==> src/rtl/gmux_ctrl_pkg.sv <==
// rtl/gmux_ctrl_pkg.sv - shared types, constants and enable encoders for the GMUX sequencer
package gmux_ctrl_pkg;

  typedef enum logic [1:0] {
    IDLE   = 2'd0,
    DRAIN  = 2'd1,
    SETTLE = 2'd2
  } state_t;

  localparam int QUAD_TL = 3;
  localparam int QUAD_TR = 2;
  localparam int QUAD_BL = 1;
  localparam int QUAD_BR = 0;

  localparam logic SRC_GCLKIN = 1'b0;
  localparam logic SRC_HSCK   = 1'b1;

  localparam int CNT_W = 8;

  // Static quadrants take SEN, dynamic quadrants take DYNEN; DEN follows the mask in both modes.
  function automatic logic [3:0] sen_of(input logic [3:0] m, input logic d);
    return m & ~{4{d}};
  endfunction

  function automatic logic [3:0] dynen_of(input logic [3:0] m, input logic d);
    return m & {4{d}};
  endfunction

endpackage

==> src/rtl/gmux_ctrl_if.sv <==
// rtl/gmux_ctrl_if.sv - request channel between configuration logic and the GMUX sequencer
interface gmux_ctrl_if;
  logic       req_valid;
  logic       req_ready;
  logic       req_sel;
  logic [3:0] req_qmask;
  logic       req_dyn;

  modport master (
    output req_valid,
    output req_sel,
    output req_qmask,
    output req_dyn,
    input  req_ready
  );

  modport slave (
    input  req_valid,
    input  req_sel,
    input  req_qmask,
    input  req_dyn,
    output req_ready
  );
endinterface

==> src/rtl/gmux_ctrl_wait.sv <==
// rtl/gmux_ctrl_wait.sv - loadable down-counter timing the DRAIN and SETTLE states
module gmux_ctrl_wait
  import gmux_ctrl_pkg::*;
(
  input  logic             clk,
  input  logic             rst_n,
  input  logic             load,
  input  logic [CNT_W-1:0] load_val,
  output logic             zero
);

  logic [CNT_W-1:0] cnt;

  always_ff @(posedge clk) begin
    if (!rst_n) begin
      cnt <= '0;
    end else if (load) begin
      cnt <= load_val;
    end else if (cnt != '0) begin
      cnt <= cnt - 1'b1;
    end
  end

  assign zero = (cnt == '0);

endmodule

==> src/rtl/gmux_ctrl.sv <==
// rtl/gmux_ctrl.sv - glitch-free SSEL/enable sequencer for one global clock mux
// Optional macro GMUX_CTRL_VLP_EN drives VLP low-power controls for unused quadrants.
module gmux_ctrl
  import gmux_ctrl_pkg::*;
#(
  parameter int DRAIN_CYC  = 4,
  parameter int SETTLE_CYC = 4
) (
  input  logic        clk,
  input  logic        rst_n,
  gmux_ctrl_if.slave  req,
  output logic        ssel,
  output logic [3:0]  den,
  output logic [3:0]  sen,
  output logic [3:0]  dynen,
  output logic [3:0]  vlp,
  output logic        busy,
  output logic        done
);

  state_t           state, state_nxt;
  logic             ssel_nxt, busy_nxt, done_nxt;
  logic [3:0]       den_nxt, sen_nxt, dynen_nxt;
  logic [3:0]       m_q, m_nxt;
  logic             d_q, d_nxt;
  logic             cnt_load, cnt_zero;
  logic [CNT_W-1:0] cnt_val;
  logic             accept;

  assign req.req_ready = rst_n && (state == IDLE);
  assign accept        = req.req_valid && req.req_ready;

  gmux_ctrl_wait u_wait (
    .clk      (clk),
    .rst_n    (rst_n),
    .load     (cnt_load),
    .load_val (cnt_val),
    .zero     (cnt_zero)
  );

`ifdef GMUX_CTRL_VLP_EN
  logic [3:0] vlp_nxt;
`endif

  always_comb begin
    state_nxt = state;
    ssel_nxt  = ssel;
    den_nxt   = den;
    sen_nxt   = sen;
    dynen_nxt = dynen;
    busy_nxt  = busy;
    done_nxt  = 1'b0;
    m_nxt     = m_q;
    d_nxt     = d_q;
    cnt_load  = 1'b0;
    cnt_val   = '0;
`ifdef GMUX_CTRL_VLP_EN
    vlp_nxt   = vlp;
`endif
    unique case (state)
      IDLE: begin
        if (accept) begin
          m_nxt = req.req_qmask;
          d_nxt = req.req_dyn;
          if (req.req_sel == ssel) begin
            // Same source: no glitch risk, so enables change in place.
            den_nxt   = req.req_qmask;
            sen_nxt   = sen_of(req.req_qmask, req.req_dyn);
            dynen_nxt = dynen_of(req.req_qmask, req.req_dyn);
            done_nxt  = 1'b1;
`ifdef GMUX_CTRL_VLP_EN
            vlp_nxt   = ~req.req_qmask;
`endif
          end else begin
            den_nxt   = '0;
            sen_nxt   = '0;
            dynen_nxt = '0;
            busy_nxt  = 1'b1;
            state_nxt = DRAIN;
            cnt_load  = 1'b1;
            cnt_val   = CNT_W'(DRAIN_CYC - 1);
          end
        end
      end
      DRAIN: begin
        if (cnt_zero) begin
          // Enables have been low for DRAIN_CYC cycles; SSEL may now flip safely.
          ssel_nxt  = ~ssel;
          state_nxt = SETTLE;
          cnt_load  = 1'b1;
          cnt_val   = CNT_W'(SETTLE_CYC - 1);
        end
      end
      SETTLE: begin
        if (cnt_zero) begin
          den_nxt   = m_q;
          sen_nxt   = sen_of(m_q, d_q);
          dynen_nxt = dynen_of(m_q, d_q);
          busy_nxt  = 1'b0;
          done_nxt  = 1'b1;
          state_nxt = IDLE;
`ifdef GMUX_CTRL_VLP_EN
          vlp_nxt   = ~m_q;
`endif
        end
      end
      default: state_nxt = IDLE;
    endcase
  end

  always_ff @(posedge clk) begin
    if (!rst_n) begin
      state <= IDLE;
      ssel  <= SRC_GCLKIN;
      den   <= '0;
      sen   <= '0;
      dynen <= '0;
      busy  <= 1'b0;
      done  <= 1'b0;
      m_q   <= '0;
      d_q   <= 1'b0;
    end else begin
      state <= state_nxt;
      ssel  <= ssel_nxt;
      den   <= den_nxt;
      sen   <= sen_nxt;
      dynen <= dynen_nxt;
      busy  <= busy_nxt;
      done  <= done_nxt;
      m_q   <= m_nxt;
      d_q   <= d_nxt;
    end
  end

`ifdef GMUX_CTRL_VLP_EN
  always_ff @(posedge clk) begin
    if (!rst_n) begin
      vlp <= '0;
    end else begin
      vlp <= vlp_nxt;
    end
  end
`else
  assign vlp = 4'h0;
`endif

endmodule

==> src/flat_wrapper.sv <==
// flat-port wrapper written by rule: the top's interface ports become plain ports
module gmux_ctrl_flat import gmux_ctrl_pkg::*;
#(
  parameter int DRAIN_CYC  = 4,
  parameter int SETTLE_CYC = 4
)
  (clk, rst_n, ssel, den, sen, dynen, vlp, busy, done, req_req_valid, req_req_sel, req_req_qmask, req_req_dyn, req_req_ready);
  gmux_ctrl_if req_i ();
  input  logic clk;
  input  logic rst_n;
  output logic ssel;
  output logic [3:0] den;
  output logic [3:0] sen;
  output logic [3:0] dynen;
  output logic [3:0] vlp;
  output logic busy;
  output logic done;
  input wire logic [$bits(req_i.req_valid)-1:0] req_req_valid;
  input wire logic [$bits(req_i.req_sel)-1:0] req_req_sel;
  input wire logic [$bits(req_i.req_qmask)-1:0] req_req_qmask;
  input wire logic [$bits(req_i.req_dyn)-1:0] req_req_dyn;
  output wire logic [$bits(req_i.req_ready)-1:0] req_req_ready;
  assign req_i.req_valid = req_req_valid;
  assign req_i.req_sel = req_req_sel;
  assign req_i.req_qmask = req_req_qmask;
  assign req_i.req_dyn = req_req_dyn;
  assign req_req_ready = req_i.req_ready;
  gmux_ctrl #(.DRAIN_CYC(DRAIN_CYC), .SETTLE_CYC(SETTLE_CYC)) u_core (.clk(clk), .rst_n(rst_n), .req(req_i), .ssel(ssel), .den(den), .sen(sen), .dynen(dynen), .vlp(vlp), .busy(busy), .done(done));
endmodule
==> config.mk <==
export PLATFORM = sky130hd
export DESIGN_NAME = gmux_ctrl_flat
export DESIGN_NICKNAME = d
export VERILOG_FILES = /design/src/rtl/gmux_ctrl_pkg.sv /design/src/rtl/gmux_ctrl_if.sv /design/src/rtl/gmux_ctrl_wait.sv /design/src/rtl/gmux_ctrl.sv /design/src/flat_wrapper.sv
export SDC_FILE = /design/constraint.sdc
export NUM_CORES = 1
export LEC_CHECK = 0
export CORE_ASPECT_RATIO = 0.75
export CORE_MARGIN = 2
export CORE_UTILIZATION = 40
export CTS_CLUSTER_SIZE = 25
export DETAILED_ROUTE_END_ITERATION = 10
export HOLD_SLACK_MARGIN = 0.02
export PLACE_DENSITY_LB_ADDON = 0.3
export SYNTH_ARGS = -nofsm -noshare
export SYNTH_HDL_FRONTEND = slang
export SYNTH_HIERARCHICAL = 1
export SYNTH_SLANG_ARGS = --single-unit
==> constraint.sdc <==
create_clock -name clk -period 1.8 [get_ports clk]
set_input_delay 0.36 -clock clk [delete_from_list [all_inputs] [get_ports clk]]
set_output_delay 0.36 -clock clk [all_outputs]
set_load 0.02 [all_outputs]
==> reports/summary.txt, run 1 <==
Result of the run = finished, final reports clean
DRC errors left = 0
Antenna-violating nets left = 0
Largest fanout of any net on the critical path = 6
Final RePlAce weighted congestion = 0.819
Post-synthesis area per instance = 9.01 sq um
Largest net degree at the start of global routing = 34
Filler cells = 340
DR vias = 1,496
Share of total power in sequential cells = 34.5%
R2R depth = 7
Routed WL = 4.05 mm
Post-route setup TNS = 0 ns
Initial core utilization = 42.7%
Net count of the finished layout = 231
First-pass GRT wire length = 6.53 mm
Static Leakage = 0.000801 uW
Synth Cell Area = 1600 sq um
Fraction of post-synthesis cell area in the top cell type by area = 37.4%
Fraction of final layout cells sized beyond drive strength 1 = 29.3%
Number of sinks handled by clock tree synthesis = 30
Hold EP = u_core/d_q
Vertical die dimension = 58.8 um
Worst endpoint required time = 1.96 ns
Overall die area = 4540 sq um
Area growth from synthesis to final layout = 36.2%
Initial DRT Pass Iterations = 6
Number of buffers added on ports = 24
Clock tree skew after final layout = 0.00668 ns
Worst min path class = reg2reg
Number of antenna violations at the first check in global routing = 0
Buffer cell driving the clock tree root = sky130_fd_sc_hd__clkbuf_8
Number of placement rows = 19
Maximum root-to-sink buffer count = 2
Number of design-rule violations left by the first detailed-router iteration = 148
Number of global-route vias before repair = 1,363
Setup crit end kind = register
Max-slew headroom at the worst pin = 64.8%
Arrival time of data at the critical path endpoint = 1.90 ns
TritonCTS clock tree = yes
GR Overflow Total = 0
Combinational group share of total power = 42.2%
Largest voltage drop on the vdd net = 0.543 mV
DR vias/cell = 5.46
Cell type with the largest total area after synthesis = sky130_fd_sc_hd__dfxtp_1
Detailed placer's ending HPWL = 2.82 mm
RR Startpoint = u_core/u_wait/cnt[1]
Hold Fails Final Rpt = 0
Type of origin of the critical path = register
Net Switching = 966 uW
Source of the worst hold timing path = u_core/d_q
Cell area power density = 1250 nW/um^2
Register-to-register setup slack = 0.06 ns
Placement-stage worst setup slack = -0.239 ns
Core ar. = 3760 sq um
Final worst-path setup slack = 0.0575 ns
Upper clock frequency limit = 574 MHz
Worst-path clk slew = 0.06 ns
CTS H-tree depth = 2
Clock Power Share = 23.3%
Number of inserted diodes = 0
Seq/Total Area, Yosys = 37.4%
Crit path kind = reg2reg
Switching part of the total power = 35.4%
Period utilization = 96.8%
Pint = 1760 uW
Number of distinct standard cells referenced by the synthesized netlist = 37
Clock latency on the worst-skew pair = 0.28 ns
Post-synthesis register bit count = 30
Post-layout minimum cycle time = 1.74 ns
Hold buffers post-CTS = 0
Total clock buffers created by CTS = 5
Number of top-level design ports = 29
Yosys synthesis warning count = 6
Die width = 77.1 um
Detailed-route wire length per cell = 14.8 um
Hold depth = 2
Tightest Pin Transition = 0.528 ns
Max-slew violations = 0
Maxcap violations = 0
Cells after synthesis = 178
Gr usage total = 18.4%
Endpoint of the lowest-slack register-to-register path = u_core/sen[1]
Ranking of synthesized cells by area = sky130_fd_sc_hd__dfxtp_1, sky130_fd_sc_hd__a31oi_2, sky130_fd_sc_hd__o31ai_1
Total of endpoints with negative setup slack in the final report = 0
-- metrics by stage --
stage,hold WS [ns],std cells,cell area [sq um],util [%],power [uW]
4_1_cts,0.477,272,2150,57.2,2670
5_1_grt,0.499,274,2180,58.2,2890
3_5_place_dp,0.465,264,2040,54.3,2030
6_report,0.471,274,2180,58.2,2730
2_1_floorplan,0.445,187,1690,-,1690
3_3_place_gp,0.460,264,2040,54.3,1980
-- worst max-delay path: stages (launching register included) --
cell	delay, ns
sky130_fd_sc_hd__dfxtp_1	0.37
sky130_fd_sc_hd__inv_1	0.09
sky130_fd_sc_hd__ha_2	0.18
sky130_fd_sc_hd__and4bb_2	0.26
sky130_fd_sc_hd__and3b_2	0.26
sky130_fd_sc_hd__buf_4	0.18
sky130_fd_sc_hd__o31ai_2	0.24
sky130_fd_sc_hd__a31oi_2	0.05
-- power groups by stage --
stage               combinational [uW]  clock, uW  sequential (uW)
floorplan                          723          0              972
global placement                  1040          0              940
detailed placement                1080          0              947
CTS                               1090        645              935
global route                      1260        681              955
finish                            1150        635              942
-- cell type report --
type,instances,area [sq um],share of cell area [%]
clock buffers,8,110,5.04
repair buffers,44,402,18.4
multi-input cells,136,987,45.2
inverters,4,17.5,0.802
well taps,52,65.1,2.98
flip-flops and latches,30,603,27.6
-- metal layers --
layer	vias up	GRT usage [%]	wire length, um
li1	720	-	-
met4	0	7.14	55
met1	699	25.5	1840
met5	-	0	0
met3	8	5.06	350
met2	69	27.6	1800
-- flip-flops by register name, indices dropped and copies added (netlist names) --
register / flops
u_core/sen: 4
u_core/m_q: 4
u_core/d_q: 1
u_core/u_wait/cnt: 8
u_core/den: 4
u_core/state: 2
u_core/dynen: 4
u_core/ssel: 1
u_core/busy: 1
u_core/done: 1
-- repair_timing --
action | CTS | global route
gates cloned | 0 | 1
pin swaps | 0 | 5
setup endpoints to repair | 1 | 21
hold endpoints to repair | 0 | 0
buffers inserted | 0 | 1
resized for setup | 1 | 13
-- cells in the mapped netlist --
library cell               number
sky130_fd_sc_hd__a21oi_1        2
sky130_fd_sc_hd__a22o_1         1
sky130_fd_sc_hd__a311oi_2       1
sky130_fd_sc_hd__a31oi_1        4
sky130_fd_sc_hd__a31oi_2       10
sky130_fd_sc_hd__and2_1         2
sky130_fd_sc_hd__and3_1         1
sky130_fd_sc_hd__and3b_1        2
sky130_fd_sc_hd__and4bb_1       1
sky130_fd_sc_hd__buf_2          5
sky130_fd_sc_hd__buf_4          5
sky130_fd_sc_hd__buf_6          4
sky130_fd_sc_hd__clkbuf_1       4
sky130_fd_sc_hd__conb_1         1
sky130_fd_sc_hd__dfxtp_1       30
sky130_fd_sc_hd__ha_1           1
sky130_fd_sc_hd__inv_1          4
sky130_fd_sc_hd__mux2i_1        1
sky130_fd_sc_hd__nand2_1       29
sky130_fd_sc_hd__nand2b_1       1
sky130_fd_sc_hd__nand3_1       10
sky130_fd_sc_hd__nand3b_1       1
sky130_fd_sc_hd__nand4_1        5
sky130_fd_sc_hd__nand4b_1       5
sky130_fd_sc_hd__nor2_1         2
sky130_fd_sc_hd__nor2b_1        2
sky130_fd_sc_hd__nor3_1         2
sky130_fd_sc_hd__nor3b_1        4
sky130_fd_sc_hd__nor3b_2        2
sky130_fd_sc_hd__nor4_4         1
sky130_fd_sc_hd__nor4bb_1       1
sky130_fd_sc_hd__o211ai_1       1
sky130_fd_sc_hd__o21ai_0        9
sky130_fd_sc_hd__o31ai_1       16
sky130_fd_sc_hd__or2_4          1
sky130_fd_sc_hd__xnor2_1        5
sky130_fd_sc_hd__xor2_1         2
-- cells in the final DEF, fill, tap and decap left out, drive strengths merged, types with 6 or more instances in the layout --
master,instances
a31oi,14
buf,20
clkbuf,9
clkdlybuf4s50,23
conb,10
dfxtp,30
nand2,29
nand3,10
nor3b,6
o21ai,9
o31ai,16
-- worst max path at each step --
stage,end,slack [ns],startpoint,cells past startpoint
2_1_floorplan,u_core/dynen[2],0.009,u_core/u_wait/cnt[0],9
3_3_place_gp,req_req_ready,-0.26,rst_n,3
3_5_place_dp,req_req_ready,-0.24,rst_n,3
4_1_cts,u_core/u_wait/cnt[4],0.02,u_core/u_wait/cnt[0],8
5_1_grt,u_core/dynen[3],-0.02,u_core/u_wait/cnt[3],6
6_report,u_core/sen[1],0.06,u_core/u_wait/cnt[1],7
-- kinds of logic after synthesis --
logic type / after synthesis / share of synthesized area, %
mux: 1 / 0.624
xor+xnor: 7 / 3.82
simple gates: 72 / 26.3
compound gates: 44 / 22.2
fa+ha+maj: 1 / 0.780
buf+inv: 22 / 8.58
other cells: 1 / 0.234
flops: 30 / 37.4
No activity file was read; power rests on OpenSTA's default activity.
==> run 2, diff against run 1 <==
--- a/config.mk
+++ b/config.mk
@@ -8,6 +8,7 @@
 export CORE_ASPECT_RATIO = 0.75
 export CORE_MARGIN = 2
 export CORE_UTILIZATION = 40
+export CTS_CLUSTER_DIAMETER = 200
 export CTS_CLUSTER_SIZE = 25
 export DETAILED_ROUTE_END_ITERATION = 10
 export HOLD_SLACK_MARGIN = 0.02
==> results of run 2 <==
No change in the layout: final DEF, timing and power equal those of run 1.
==> run 3, diff against run 2 <==
--- a/config.mk
+++ b/config.mk
@@ -5,6 +5,7 @@
 export SDC_FILE = /design/constraint.sdc
 export NUM_CORES = 1
 export LEC_CHECK = 0
+export CAP_MARGIN = 10
 export CORE_ASPECT_RATIO = 0.75
 export CORE_MARGIN = 2
 export CORE_UTILIZATION = 40
==> results of run 3 <==
No change in the layout: final DEF, timing and power equal those of run 1.
